==> src/rtl/hs_npu_deskew_collector_if.sv <==
// hs_npu_deskew_collector_if: lane-input, row-output and control bundle of the deskew collector
interface hs_npu_deskew_collector_if #(
  parameter int LANES = 4,
  parameter int WIDTH = 32
);
  logic flush;
  logic start_in;
  logic [31:0] enable_cycles_in;
  logic [LANES-1:0] lane_valid_i;
  logic [LANES*WIDTH-1:0] lane_data_i;
  logic valid_o;
  logic [LANES*WIDTH-1:0] out;
  logic ready_i;
  logic busy_o;
  logic done_o;
  logic overflow_o;
  modport slave (
    input flush, start_in, enable_cycles_in, lane_valid_i, lane_data_i, ready_i,
    output valid_o, out, busy_o, done_o, overflow_o
  );
  modport master (
    output flush, start_in, enable_cycles_in, lane_valid_i, lane_data_i, ready_i,
    input valid_o, out, busy_o, done_o, overflow_o
  );
endinterface

==> src/rtl/hs_npu_deskew_collector.sv <==
// hs_npu_deskew_collector: realigns staggered per-lane streams into row words for the output FIFO
module hs_npu_deskew_collector #(
  parameter int LANES = 4,
  parameter int WIDTH = 32,
  parameter int DEPTH = 4
) (
  input logic clk_core,
  input logic rst_core,
  hs_npu_deskew_collector_if.slave bus
);
  localparam int AW = $clog2(DEPTH);
  localparam logic [AW:0] CAP = (AW+1)'(DEPTH);
  localparam logic [0:0] IDLE = 1'b0;
  localparam logic [0:0] COLLECT = 1'b1;
  logic [0:0] state;
  logic [31:0] rows_total, rows_sent, sent_next;
  logic [WIDTH-1:0] mem [LANES][DEPTH];
  logic [AW-1:0] wptr [LANES];
  logic [AW-1:0] rptr [LANES];
  logic [AW:0] cnt [LANES];
  logic [LANES-1:0] full, push, wr, drop;
  logic [LANES*WIDTH-1:0] heads;
  logic all_ne, pop, last, finish, clear, done, overflow;
  always_comb begin
    heads = '0;
    full = '0;
    all_ne = 1'b1;
    for (int i = 0; i < LANES; i++) begin
      heads[i*WIDTH +: WIDTH] = mem[i][rptr[i]];
      full[i] = cnt[i] == CAP;
      all_ne = all_ne && cnt[i] != '0;
    end
  end
  assign bus.valid_o = all_ne && state == COLLECT;
  assign bus.out = bus.valid_o ? heads : '0;
  assign bus.busy_o = state == COLLECT;
  assign bus.done_o = done;
  assign bus.overflow_o = overflow;
  assign pop = bus.valid_o && bus.ready_i;
  assign sent_next = rows_sent + 32'd1;
  assign last = pop && sent_next == rows_total;
  // the rows_sent == rows_total term only fires for a zero-length transfer
  assign finish = state == COLLECT && (last || rows_sent == rows_total);
  assign clear = rst_core || bus.flush || finish;
  assign push = bus.lane_valid_i & {LANES{state == COLLECT || bus.start_in}};
  assign wr = push & (~full | {LANES{pop}});
  assign drop = push & full & ~{LANES{pop}};
  always_ff @(posedge clk_core)
    if (rst_core || bus.flush) begin
      state <= IDLE;
      rows_total <= '0;
      rows_sent <= '0;
      done <= 1'b0;
      overflow <= 1'b0;
    end else begin
      done <= last || (state == IDLE && bus.start_in && bus.enable_cycles_in == '0);
      if (|drop) overflow <= 1'b1;
      if (state == IDLE && bus.start_in) begin
        state <= COLLECT;
        rows_total <= bus.enable_cycles_in;
        rows_sent <= '0;
      end else if (finish) state <= IDLE;
      else if (pop) rows_sent <= sent_next;
    end
  always_ff @(posedge clk_core)
    for (int i = 0; i < LANES; i++)
      if (clear) begin
        wptr[i] <= '0;
        rptr[i] <= '0;
        cnt[i] <= '0;
      end else begin
        if (wr[i]) wptr[i] <= wptr[i] + AW'(1);
        if (pop) rptr[i] <= rptr[i] + AW'(1);
        cnt[i] <= cnt[i] + (AW+1)'(wr[i]) - (AW+1)'(pop);
      end
  always_ff @(posedge clk_core)
    for (int i = 0; i < LANES; i++)
      if (wr[i]) mem[i][wptr[i]] <= bus.lane_data_i[i*WIDTH +: WIDTH];
endmodule

==> src/flat_wrapper.sv <==
// flat-port wrapper written by rule: the top's interface ports become plain ports
module hs_npu_deskew_collector_flat 
#(
  parameter int LANES = 4,
  parameter int WIDTH = 32,
  parameter int DEPTH = 4
)
  (clk_core, rst_core, bus_flush, bus_start_in, bus_enable_cycles_in, bus_lane_valid_i, bus_lane_data_i, bus_ready_i, bus_valid_o, bus_out, bus_busy_o, bus_done_o, bus_overflow_o);
  hs_npu_deskew_collector_if #(.LANES(LANES), .WIDTH(WIDTH)) bus_i ();
  input logic clk_core;
  input logic rst_core;
  input wire logic [$bits(bus_i.flush)-1:0] bus_flush;
  input wire logic [$bits(bus_i.start_in)-1:0] bus_start_in;
  input wire logic [$bits(bus_i.enable_cycles_in)-1:0] bus_enable_cycles_in;
  input wire logic [$bits(bus_i.lane_valid_i)-1:0] bus_lane_valid_i;
  input wire logic [$bits(bus_i.lane_data_i)-1:0] bus_lane_data_i;
  input wire logic [$bits(bus_i.ready_i)-1:0] bus_ready_i;
  output wire logic [$bits(bus_i.valid_o)-1:0] bus_valid_o;
  output wire logic [$bits(bus_i.out)-1:0] bus_out;
  output wire logic [$bits(bus_i.busy_o)-1:0] bus_busy_o;
  output wire logic [$bits(bus_i.done_o)-1:0] bus_done_o;
  output wire logic [$bits(bus_i.overflow_o)-1:0] bus_overflow_o;
  assign bus_i.flush = bus_flush;
  assign bus_i.start_in = bus_start_in;
  assign bus_i.enable_cycles_in = bus_enable_cycles_in;
  assign bus_i.lane_valid_i = bus_lane_valid_i;
  assign bus_i.lane_data_i = bus_lane_data_i;
  assign bus_i.ready_i = bus_ready_i;
  assign bus_valid_o = bus_i.valid_o;
  assign bus_out = bus_i.out;
  assign bus_busy_o = bus_i.busy_o;
  assign bus_done_o = bus_i.done_o;
  assign bus_overflow_o = bus_i.overflow_o;
  hs_npu_deskew_collector #(.LANES(LANES), .WIDTH(WIDTH), .DEPTH(DEPTH)) u_core (.clk_core(clk_core), .rst_core(rst_core), .bus(bus_i));
endmodule
==> config.mk <==
export PLATFORM = sky130hd
export DESIGN_NAME = hs_npu_deskew_collector_flat
export DESIGN_NICKNAME = d
export VERILOG_FILES = /design/src/rtl/hs_npu_deskew_collector_if.sv /design/src/rtl/hs_npu_deskew_collector.sv /design/src/flat_wrapper.sv
export SDC_FILE = /design/constraint.sdc
export NUM_CORES = 1
export LEC_CHECK = 0
export CAP_MARGIN = 20
export CORE_MARGIN = 2
export CORE_UTILIZATION = 60
export CTS_CLUSTER_DIAMETER = 150
export DETAILED_ROUTE_END_ITERATION = 10
export DONT_BUFFER_PORTS = 1
export PLACE_DENSITY = 0.74
export SYNTH_ARGS = -nofsm -noshare
export SYNTH_HDL_FRONTEND = slang
export SYNTH_SLANG_ARGS = --single-unit
==> constraint.sdc <==
create_clock -name clk_core -period 3.95 [get_ports clk_core]
set_input_delay 0.395 -clock clk_core [delete_from_list [all_inputs] [get_ports clk_core]]
set_output_delay 0.395 -clock clk_core [all_outputs]
set_load 0.02 [all_outputs]
==> results.md <==
- CP arrival: 4.03 ns
- MaxCap Viol Count: 0
- Pre-CTS setup slack: 0.349 ns
- Reg clk slew, reported paths: 0.07 ns
- Hold path cells: 3
- # clock sinks: 607
- Synth Instances: 1,536
- Buf/Inv on CP: 1
- Via count: 14.1k
- Final setup vio count: 0
- Post-synth top area cell: edfxtp_1
- Root buf cell: clkbuf_16
- Crit path max fanout: 25
- H-tree depth: 2
- Worst Slack Setup Final: 0.269 ns
- Global-route wire length before repair: 86,000 um
- Met3 Wirelength: 3440 um
- FF-to-FF End: u_core.wptr[2][1]$_SDFFCE_PN0P_
- Clk buf depth: 3
- Power Dens Cells: 454 nW/um^2
- Met1 wire length: 22,300 um
- Slew Limit Headroom: 0.277
- Worst hold path type: in2reg
- Port Buf Inserts: 0
- Full die area: 43,500 um^2
- R2R setup slack: 0.27 ns
- Design area: 29,300 um^2
- Cts repair resizes: 0
- Layout cells sized above 1: 0.164
- GPL Wtd Cong: 0.959
- Synth cell types: 61
- Max stage delay on crit path: 0.78 ns
- Peak VDD IR: 629 uV
- DR WL/cell: 24.4 um
- Placed cell count: 2,027
- Cell Chain, Critical Path: nand4_2 > or4_1 > nor4b_1 > o22ai_1 > a211oi_1 > nand3_1 > nor2_1 > o21ai_2 > buf_4 > and4_1
- Setup TNS: 0 ns
- Die Y: 208 um
- Clk_lat worst skew: 0.61 ns
- Ys async rst share: 0
- Layout Skew: 0.0290 ns
- Status: finished, final reports clean
- CP startpoint kind: flip-flop
- Net Count, Synth: 1,734
- Worst Path Required: 4.30 ns
- Die W: 208 um
- Max stage delay cell, worst path: or4_1
- Setup Fix Bufs, Post-CTS: 0
- Top sig layer: met4
- Top FF cell, synth: edfxtp_1
- Register-to-Register Path Depth: 10
- CTS tree: done
- DRT Wirelength: 56,100 um
- Fill count: 2,550
- CTS buffer count: 57
- Largest net degree at the start of global routing: 88
- Final hold violations: 0
- RSZ-0062 raised after global routing: no
- Most frequent cells in the layout: edfxtp_1, dlygate4sd3_1, nor2b_1, mux4_2, nand2_1
- #FFs+latches synth: 607
- Worst Hold End: u_core.bus.done_o$_SDFF_PP0_
- Drc violations: 0
- Worst R2R Start: u_core.rows_sent[2]$_SDFFE_PP0P_
- Hold path start: bus_enable_cycles_in[28]
- Worst Max-Slew Pin Slew: 1.08 ns
- Number of vias per cell: 6.13
- Cts hold-fix bufs: 160
- Syn_area_per_cell: 16.3 um^2
- Synth Warn #: 0
- Total gr overflow: 0
- Io pins: 301
- DP Area: 25,800 um^2
- Core area: 41,000 um^2
- Slew Limit Fails: 0
- First DRT Iteration DRCs: 1,132
- Mapped Area: 25,100 um^2
- Routed wl met2: 29,000 um
- Drt first pass iters: 5
- Initial core utilization: 0.611
- Fmax: 272 MHz
- NumNets Final: 1,913
- Family with the most delay on the worst path: simple AND/OR/NAND/NOR gates
- GRT Total Usage: 0.259
- Commonest non-fill, non-tap cell in the layout: edfxtp_1
- Leak: 0.00947 uW
- WS Path Type: reg2reg
- Final non-filler cell total: 2,295
- Crit path time final: 3.68 ns
- Row count: 74
- DP HPWL: 34,400 um
- Top cells by area, synth: edfxtp_1, mux4_2, dfxtp_1, nor2b_1, nand2_1
- Initial antenna violation count: 1
- Register area share after synthesis: 0.695
- Antenna Violating Nets Remaining: 0
- Crit end category: flip-flop
- Post-synth top area share: 0.632
- Syn-to-layout area delta: 16.9%
- Part of the cycle the worst path needs: 0.932
- Vias in the first global route: 14.5k
- Number of synthesized flops with an enable pin: 528
[worst max-delay path by stage]
stage	cells after the start	start	endpoint	slack, ns
after floorplan	12	u_core.rows_sent[0]$_SDFFE_PP0P_	u_core.rptr[0][0]$_SDFFCE_PN0P_	0.78
after global placement	10	u_core.rows_sent[2]$_SDFFE_PP0P_	u_core.wptr[2][0]$_SDFFCE_PN0P_	0.45
after detailed placement	10	u_core.rows_sent[2]$_SDFFE_PP0P_	u_core.wptr[2][1]$_SDFFCE_PN0P_	0.35
after CTS	5	u_core.cnt[0][2]$_SDFF_PP0_	bus_out[4]	0.29
after global routing	9	u_core.rows_sent[2]$_SDFFE_PP0P_	u_core.rptr[0][0]$_SDFFCE_PN0P_	0.02
final	10	u_core.rows_sent[2]$_SDFFE_PP0P_	u_core.wptr[2][1]$_SDFFCE_PN0P_	0.27
[logic make-up after synthesis]
family,synth area share
simple gates,0.101
fa+ha+maj,0.0157
compound gates,0.0321
flops,0.695
mux,0.115
xor+xnor,0.0196
buf+inv,0.0211
[cell usage after synthesis, drive strengths merged, types with 29 or more instances]
cell	n
mux4	128
inv	32
xnor2	31
nor2b	130
buf	29
nor2	31
dfxtp	79
clkbuf	69
a21oi	68
nand2	97
or3	29
edfxtp	528
[layout make-up]
class / instances / area [um^2] / area share
clock buffers: 66 / 1480 / 0.0505
clock inverters: 39 / 364 / 0.0124
multi-input cells: 799 / 7130 / 0.243
flip-flops and latches: 607 / 17400 / 0.595
inverters: 32 / 120 / 0.00410
diodes: 2 / 5.00 / 0.000171
well taps: 532 / 666 / 0.0227
repair buffers: 218 / 2110 / 0.0721
[report_power, final]
group | internal [uW] | switching, uW
combinational | 363 | 352
sequential | 7140 | 64.6
clock | 3080 | 2300
[state kept, by name (all words and copies together), names as in the netlist]
signal                 cells
u_core.wptr                8
u_core.bus.busy_o          1
u_core.bus.done_o          1
u_core.bus.overflow_o      1
u_core.rows_sent          32
u_core.mem               512
u_core.rows_total         32
u_core.cnt                12
u_core.rptr                8
[worst reg2reg max path, stage by stage (launching register included)]
cell,delay [ns]
dfxtp_1,0.57
nand4_2,0.26
or4_1,0.78
nor4b_1,0.35
o22ai_1,0.13
a211oi_1,0.25
nand3_1,0.21
nor2_1,0.30
o21ai_2,0.13
buf_4,0.24
and4_1,0.22
[metal layers]
layer / vias up / global-route usage
li1: 6277 / -
met1: 7182 / 0.341
met2: 520 / 0.449
met3: 92 / 0.0468
met4: 0 / 0.0717
met5: - / 0
[per-stage QoR]
stage	total power (uW)	hold slack, ns	utilization
2_1_floorplan	7720	0.448	-
3_3_place_gp	7850	0.462	0.630
3_5_place_dp	7870	0.464	0.630
4_1_cts	13400	0.0732	0.714
5_1_grt	13700	0.114	0.715
6_report	13300	0.103	0.715
(Power assumes the default switching activity.)
